===== src/rtl/glitch_pkg.sv =====
// Shared types and constants for the glitch pulser trigger front-end.
package glitch_pkg;

    localparam int unsigned CFG_W         = 16;
    localparam int unsigned WAIT_W        = 24;
    localparam int unsigned SHOT_W        = 8;
    localparam int unsigned TIMEOUT_SHIFT = 8;

    typedef enum logic [2:0] {
        ST_IDLE      = 3'd0,
        ST_RESET     = 3'd1,
        ST_WAIT_TRIG = 3'd2,
        ST_FIRE      = 3'd3,
        ST_WAIT_DONE = 3'd4
    } seq_state_t;

    localparam logic [1:0] EDGE_RISE = 2'b00;
    localparam logic [1:0] EDGE_FALL = 2'b01;
    localparam logic [1:0] EDGE_ANY  = 2'b10;
    localparam logic [1:0] EDGE_NONE = 2'b11;

    // Configuration captured at arm time
    typedef struct packed {
        logic [1:0]       edge_sel;
        logic [CFG_W-1:0] timeout;
    } arm_cfg_t;

    // Qualify the synchronised edge against the selected edge mode.
    // A rise can only coincide with a high level and a fall with a low one,
    // so the level picks which detector applies for either-edge mode.
    function automatic logic edge_hit(input logic [1:0] sel, input logic rise,
                                      input logic fall, input logic level);
        logic hit;
        hit = 1'b0;
        case (sel)
            EDGE_RISE: hit = rise;
            EDGE_FALL: hit = fall;
            EDGE_ANY:  hit = level ? rise : fall;
            default:   hit = 1'b0;
        endcase
        return hit;
    endfunction

endpackage


===== src/rtl/trigger_sync.sv =====
// Synchroniser chain and edge detector for the asynchronous external trigger.
module trigger_sync #(
    parameter int unsigned SYNC_STAGES = 2
) (
    input  logic clk,
    input  logic rst,
    input  logic trigger_i,
    output logic rise_o,
    output logic fall_o,
    output logic level_o
);

    logic [SYNC_STAGES-1:0] r_sync;
    logic                   r_prev;
    logic                   w_level;

    assign w_level = r_sync[SYNC_STAGES-1];

    // Flop chain plus previous-sample register, both running every cycle
    always_ff @(posedge clk) begin
        if (!rst) begin
            r_sync <= '0;
            r_prev <= 1'b0;
        end else begin
            r_sync <= {r_sync[SYNC_STAGES-2:0], trigger_i};
            r_prev <= w_level;
        end
    end

    assign rise_o  = w_level & ~r_prev;
    assign fall_o  = ~w_level & r_prev;
    assign level_o = w_level;

endmodule


===== src/rtl/trigger_sequencer.sv =====
// Arm / optional target reset / trigger wait / fire sequencer for the glitch pulser.
module trigger_sequencer
    import glitch_pkg::*;
#(
    parameter int unsigned SYNC_STAGES = 2
) (
    input  logic              clk,
    input  logic              rst,
    input  logic              arm_i,
    input  logic              abort_i,
    input  logic [1:0]        edge_sel_i,
    input  logic              reset_en_i,
    input  logic [15:0]       reset_cycles_i,
    input  logic [15:0]       timeout_i,
    input  logic              trigger_i,
    input  logic              pulser_ready_i,
    output logic              pulse_en_o,
    output logic              target_reset_o,
    output logic              armed_o,
    output logic              busy_o,
    output logic              timeout_o,
    output logic [7:0]        shot_count_o
);

    seq_state_t          r_state;
    arm_cfg_t            r_cfg;
    logic [CFG_W-1:0]    r_rst_cnt;
    logic [WAIT_W-1:0]   r_wait_cnt;
    logic                r_done_first;
    logic                r_pulse_en;
    logic                r_target_reset;
    logic                r_armed;
    logic                r_busy;
    logic                r_timeout;
    logic [SHOT_W-1:0]   r_shot_count;

    logic                w_rise;
    logic                w_fall;
    logic                w_level;
    logic                w_hit;
    logic [WAIT_W-1:0]   w_wait_next;
    logic                w_timeout_en;
    logic                w_timeout_hit;

    trigger_sync #(
        .SYNC_STAGES (SYNC_STAGES)
    ) u_trigger_sync (
        .clk       (clk),
        .rst       (rst),
        .trigger_i (trigger_i),
        .rise_o    (w_rise),
        .fall_o    (w_fall),
        .level_o   (w_level)
    );

    // Edge qualification and timeout compare against the next wait count
    always_comb begin
        w_hit         = edge_hit(r_cfg.edge_sel, w_rise, w_fall, w_level);
        w_wait_next   = r_wait_cnt + WAIT_W'(1);
        w_timeout_en  = (r_cfg.timeout != '0);
        w_timeout_hit = w_timeout_en &&
                        (w_wait_next[WAIT_W-1:TIMEOUT_SHIFT] == r_cfg.timeout);
    end

    // Sequencer FSM with all status outputs registered alongside the state
    always_ff @(posedge clk) begin
        if (!rst) begin
            r_state        <= ST_IDLE;
            r_cfg          <= '0;
            r_rst_cnt      <= '0;
            r_wait_cnt     <= '0;
            r_done_first   <= 1'b0;
            r_pulse_en     <= 1'b0;
            r_target_reset <= 1'b0;
            r_armed        <= 1'b0;
            r_busy         <= 1'b0;
            r_timeout      <= 1'b0;
            r_shot_count   <= '0;
        end else if (abort_i) begin
            r_state        <= ST_IDLE;
            r_pulse_en     <= 1'b0;
            r_target_reset <= 1'b0;
            r_armed        <= 1'b0;
            r_busy         <= 1'b0;
        end else begin
            r_pulse_en <= 1'b0;
            case (r_state)
                ST_IDLE: begin
                    if (arm_i) begin
                        r_cfg.edge_sel <= edge_sel_i;
                        r_cfg.timeout  <= timeout_i;
                        r_timeout      <= 1'b0;
                        r_busy         <= 1'b1;
                        if (reset_en_i && (reset_cycles_i != '0)) begin
                            r_state        <= ST_RESET;
                            r_rst_cnt      <= reset_cycles_i;
                            r_target_reset <= 1'b1;
                        end else if (edge_sel_i == EDGE_NONE) begin
                            r_state <= ST_FIRE;
                        end else begin
                            r_state    <= ST_WAIT_TRIG;
                            r_wait_cnt <= '0;
                            r_armed    <= 1'b1;
                        end
                    end
                end
                ST_RESET: begin
                    if (r_rst_cnt == CFG_W'(1)) begin
                        r_target_reset <= 1'b0;
                        if (r_cfg.edge_sel == EDGE_NONE) begin
                            r_state <= ST_FIRE;
                        end else begin
                            r_state    <= ST_WAIT_TRIG;
                            r_wait_cnt <= '0;
                            r_armed    <= 1'b1;
                        end
                    end else begin
                        r_rst_cnt <= r_rst_cnt - CFG_W'(1);
                    end
                end
                ST_WAIT_TRIG: begin
                    if (w_hit) begin
                        r_state <= ST_FIRE;
                        r_armed <= 1'b0;
                    end else if (w_timeout_hit) begin
                        r_state   <= ST_IDLE;
                        r_armed   <= 1'b0;
                        r_busy    <= 1'b0;
                        r_timeout <= 1'b1;
                    end else if (w_timeout_en || (r_wait_cnt != '1)) begin
                        r_wait_cnt <= w_wait_next;
                    end
                end
                ST_FIRE: begin
                    if (pulser_ready_i) begin
                        r_state      <= ST_WAIT_DONE;
                        r_pulse_en   <= 1'b1;
                        r_done_first <= 1'b1;
                        r_shot_count <= r_shot_count + SHOT_W'(1);
                    end
                end
                ST_WAIT_DONE: begin
                    if (r_done_first) begin
                        r_done_first <= 1'b0;
                    end else if (pulser_ready_i) begin
                        r_state <= ST_IDLE;
                        r_busy  <= 1'b0;
                    end
                end
                default: begin
                    r_state        <= ST_IDLE;
                    r_armed        <= 1'b0;
                    r_busy         <= 1'b0;
                    r_target_reset <= 1'b0;
                end
            endcase
        end
    end

    assign pulse_en_o     = r_pulse_en;
    assign target_reset_o = r_target_reset;
    assign armed_o        = r_armed;
    assign busy_o         = r_busy;
    assign timeout_o      = r_timeout;
    assign shot_count_o   = r_shot_count;

endmodule


===== config.mk =====
export PLATFORM = sky130hd
export DESIGN_NAME = trigger_sequencer
export DESIGN_NICKNAME = d
export VERILOG_FILES = /design/src/rtl/glitch_pkg.sv /design/src/rtl/trigger_sync.sv /design/src/rtl/trigger_sequencer.sv
export SDC_FILE = /design/constraint.sdc
export NUM_CORES = 1
export LEC_CHECK = 0
export BUFFER_PORTS_ARGS = -buffer_cell sky130_fd_sc_hd__buf_4
export CELL_PAD_IN_SITES_DETAIL_PLACEMENT = 0
export CELL_PAD_IN_SITES_GLOBAL_PLACEMENT = 1
export CORE_ASPECT_RATIO = 0.9
export CORE_MARGIN = 3
export CORE_UTILIZATION = 48
export CTS_BUF_LIST = sky130_fd_sc_hd__clkbuf_2
export DETAILED_ROUTE_END_ITERATION = 16
export PLACE_DENSITY_LB_ADDON = 0.1
export RECOVER_POWER = 100
export SETUP_SLACK_MARGIN = 0.4
export SLEW_MARGIN = 20
export SYNTH_ARGS = -nofsm -noshare
export SYNTH_HDL_FRONTEND = slang
export SYNTH_HIERARCHICAL = 1
export SYNTH_SLANG_ARGS = --single-unit

===== constraint.sdc =====
create_clock -name clk -period 5.73 [get_ports clk]
set_input_delay 0 -clock clk [delete_from_list [all_inputs] [get_ports clk]]
set_output_delay 0 -clock clk [all_outputs]
set_load 0.01 [all_outputs]

==> out/metrics.cfg <==
[status]
status = finished clean

[timing]
fin_crit_ns = 4.24
min_period_over_period_pct = 74.0
rsz0062_at_grt = false
worst_pin_slew_ns = 1.20
slew_violations = 0
clock.fmax_ghz = 0.236
final.setup_skew_ns = 0.0284
hold_violations = 0
max_slew_margin_pct = 19.8
setup_violations = 0
tns_ns = 0

[setup_path]
worst_r2r_path_depth = 9
rrSetupSlack_ns = 1.49
r2r-start = r_wait_cnt[1]
cp-end-kind = flip-flop
critPathKind = reg2reg
critPathArrivalTime_ns = 4.71
crit_required_ns = 6.20
crit_fanout = 22
startpoint_type = flip-flop
timing.rr.end = r_wait_cnt[22]

[routing]
wl_per_cell_microns = 17.3
via_per_inst = 5.97
via_count = 4875
drc_errors = 0
first_iter_violations = 457
firstDrtPassIters = 5
routed_wl_microns = 14100
ant_nets = 0

[cts]
clock_path_buffers = 2
cts_sinks = 78
clk_pin_slew_ns = 0.22
post_cts_resized = 0
root_buffer = clkbuf_2
numCtsBuffers = 9
cts_tree = built
htreeDepth = 3
clock_latency_ns = 0.56

[finish]
syn_to_final_growth_pct = 22.1
fillers = 849
fin_cells = 816
finish.utilization_pct = 61.4
regArea_sq_mm = 0.00156
antenna_cells = 0
nets = 734
fin_area_sq_mm = 0.00571
drive_gt1_share_pct = 11.5
multiInputGateArea_sq_mm = 0.00289

[logic_synthesis]
ys_warn_count = 6
yosys.area.top_type_share_pct = 33.4
synth_compound_area_share_pct = 20.9
synth_nets = 648
syn-mean-instance-area_sq_um = 7.75
synth_cell_type_count = 73
synthMuxAreaShare_pct = 2.38
seq_area_frac_synth_pct = 33.4
synth_area_leaders = dfxtp_1 33%, nand2_1 6.5%, a21oi_1 5.8%, nor2_1 4.4%, nor4_1 3.2%
synth-edff-count = 0
synthXorXnorAreaFrac_pct = 5.44
synth_seq_cells = 78
synth_fa_ha_area_share_pct = 1.07
ys_async_sr_fraction_pct = 0
synth_top_area_cell = dfxtp_1
ys_dominant_reg_cell = dfxtp_1
syn_area_sq_mm = 0.00467
synthCells = 603
synth-simple-area-share_pct = 32.8
synth_top_family_by_area = simple AND/OR/NAND/NOR gates

[floorplanning]
io_pins = 54
die_area_sq_mm = 0.0110
die_w_microns = 110
die_h_microns = 99.6
rows = 33
core_sq_mm = 0.00929
start_util_pct = 50.3

[flow_run]
drv_cap = 0

[hold_path]
worstHoldEndpoint = r_cfg[4]
hold_start = timeout_i[4]
hp-class = in2reg
min_path_cells = 4

[place]
dp_cells = 742
place_hpwl_microns = 9750
placed_cell_area_sq_mm = 0.00508
numPortBuffers = 53
routabilityCongestion = 0.916

[power]
p_per_area_mw_per_mm2 = 207
peakVddDrop_mv = 0.144
p_leak_uw = 0.00203
total_power_uw = 1180

[global_route]
gr-usage-all-layers_pct = 26.2
antenna_found_initial = 0
grt_max_degree = 34
overflow = 0
grt_first_pass_wirelength_microns = 22800
grt_pass1_vias = 4600

==> worst max path at each step <==
stage                        from              to  slack [ns]  cells after the start
CTS                 r_wait_cnt[1]  r_wait_cnt[22]        1.72                      9
global route        r_wait_cnt[1]  r_wait_cnt[22]        1.07                      9
finish              r_wait_cnt[1]  r_wait_cnt[22]        1.49                      9
detailed placement  r_wait_cnt[0]  r_wait_cnt[22]        1.78                      9
global placement    r_wait_cnt[0]   r_wait_cnt[8]        1.94                      9
floorplan           r_wait_cnt[0]  r_wait_cnt[19]        2.78                      9
==> report_power, final <==
group | internal (uW) | switching [uW] | total, uW | leakage (uW)
clock | 148 | 201 | 349 | 0.0000798
combinational | 109 | 141 | 250 | 0.00132
sequential | 562 | 21.2 | 583 | 0.000633
==> worst max-delay path, stage by stage, from the launching register on <==
cell and delay, ns:
dfxtp_1 0.49, ha_1 0.29, nand4_1 0.37, or3_1 0.54, nor4_1 0.40, xnor2_1 0.11
or4_1 0.58, o21ai_2 0.73, nor2_1 0.25, a221o_1 0.37
==> cell usage in the layout, fill, tap and decap left out, types with 4 or more instances in the layout <==
| master | instances |
|---|---|
| nand2b_1 | 6 |
| o221a_2 | 6 |
| o311ai_0 | 8 |
| or4_1 | 7 |
| nor2_1 | 55 |
| nor4_1 | 25 |
| a21oi_1 | 54 |
| and2_1 | 7 |
| ha_1 | 4 |
| or2_2 | 12 |
| clkbuf_1 | 14 |
| nand4_1 | 14 |
| dfxtp_1 | 78 |
| a211oi_1 | 4 |
| o31ai_1 | 8 |
| clkbuf_2 | 12 |
| and4_1 | 5 |
| nand3_1 | 12 |
| mux2i_1 | 10 |
| a31oi_1 | 11 |
| inv_1 | 9 |
| a22oi_1 | 6 |
| nor2b_1 | 5 |
| buf_4 | 40 |
| xor2_1 | 13 |
| o21ai_0 | 15 |
| and3_1 | 9 |
| xnor2_1 | 16 |
| nor3_1 | 17 |
| dlygate4sd3_1 | 58 |
| or3_1 | 15 |
| nand2_1 | 81 |
==> cell usage after synthesis, drive strengths merged, types with 10 or more instances <==
| master | n |
|---|---|
| a21oi | 54 |
| or2 | 14 |
| nand3 | 12 |
| buf | 11 |
| nand2 | 81 |
| nor2 | 55 |
| a31oi | 11 |
| nor3 | 17 |
| dfxtp | 78 |
| xnor2 | 16 |
| nand4 | 16 |
| xor2 | 13 |
| nor4 | 26 |
| or3 | 15 |
| clkbuf | 26 |
| mux2i | 10 |
| o21ai | 17 |
==> metrics by stage <==
stage                     setup WS, ns  hold WS, ns
after detailed placement          1.78        0.207
after floorplan                   2.78        0.122
after global routing              1.07        0.207
final                             1.49        0.243
after CTS                         1.72        0.202
after global placement            1.94        0.206
==> per-layer routing <==
layer	global-route usage (%)	vias up	wire length, microns
li1	-	2403	-
met1	36.3	2311	6730
met2	41.5	147	6370
met3	5.91	14	861
met4	5.85	0	144
met5	0	-	0
==> state kept, by name, indices dropped and copies added, names as in the netlist, 2 cells and up <==
name	flops
r_rst_cnt	16
shot_count_o	8
r_wait_cnt	24
r_cfg	18
r_state	3
u_trigger_sync/r_sync	2
==> repair_timing <==
| item | in CTS | in global routing |
|---|---|---|
| hold endpoints to repair | 51 | 0 |
| hold buffers | 58 | 0 |
| buffers inserted | 0 | 0 |
==> logic make-up after synthesis <==
kind of cell / count (synthesis)
xor gates and xnor gates: 29
DFF: 78
and+or+nand+nor: 288
muxes: 11
AOI/OAI and AO/OA: 146
adders and majority gates: 4
buffers and inverters: 47
==> area by class of cell <==
class	instances	area share, %
clock buffers	12	1.05
clock inverters	4	1.25
inverters	10	0.658
multi-input cells	478	50.7
flip-flops and latches	78	27.4
well taps	122	2.67
repair buffers	112	16.4
(Power assumes the default switching activity.)
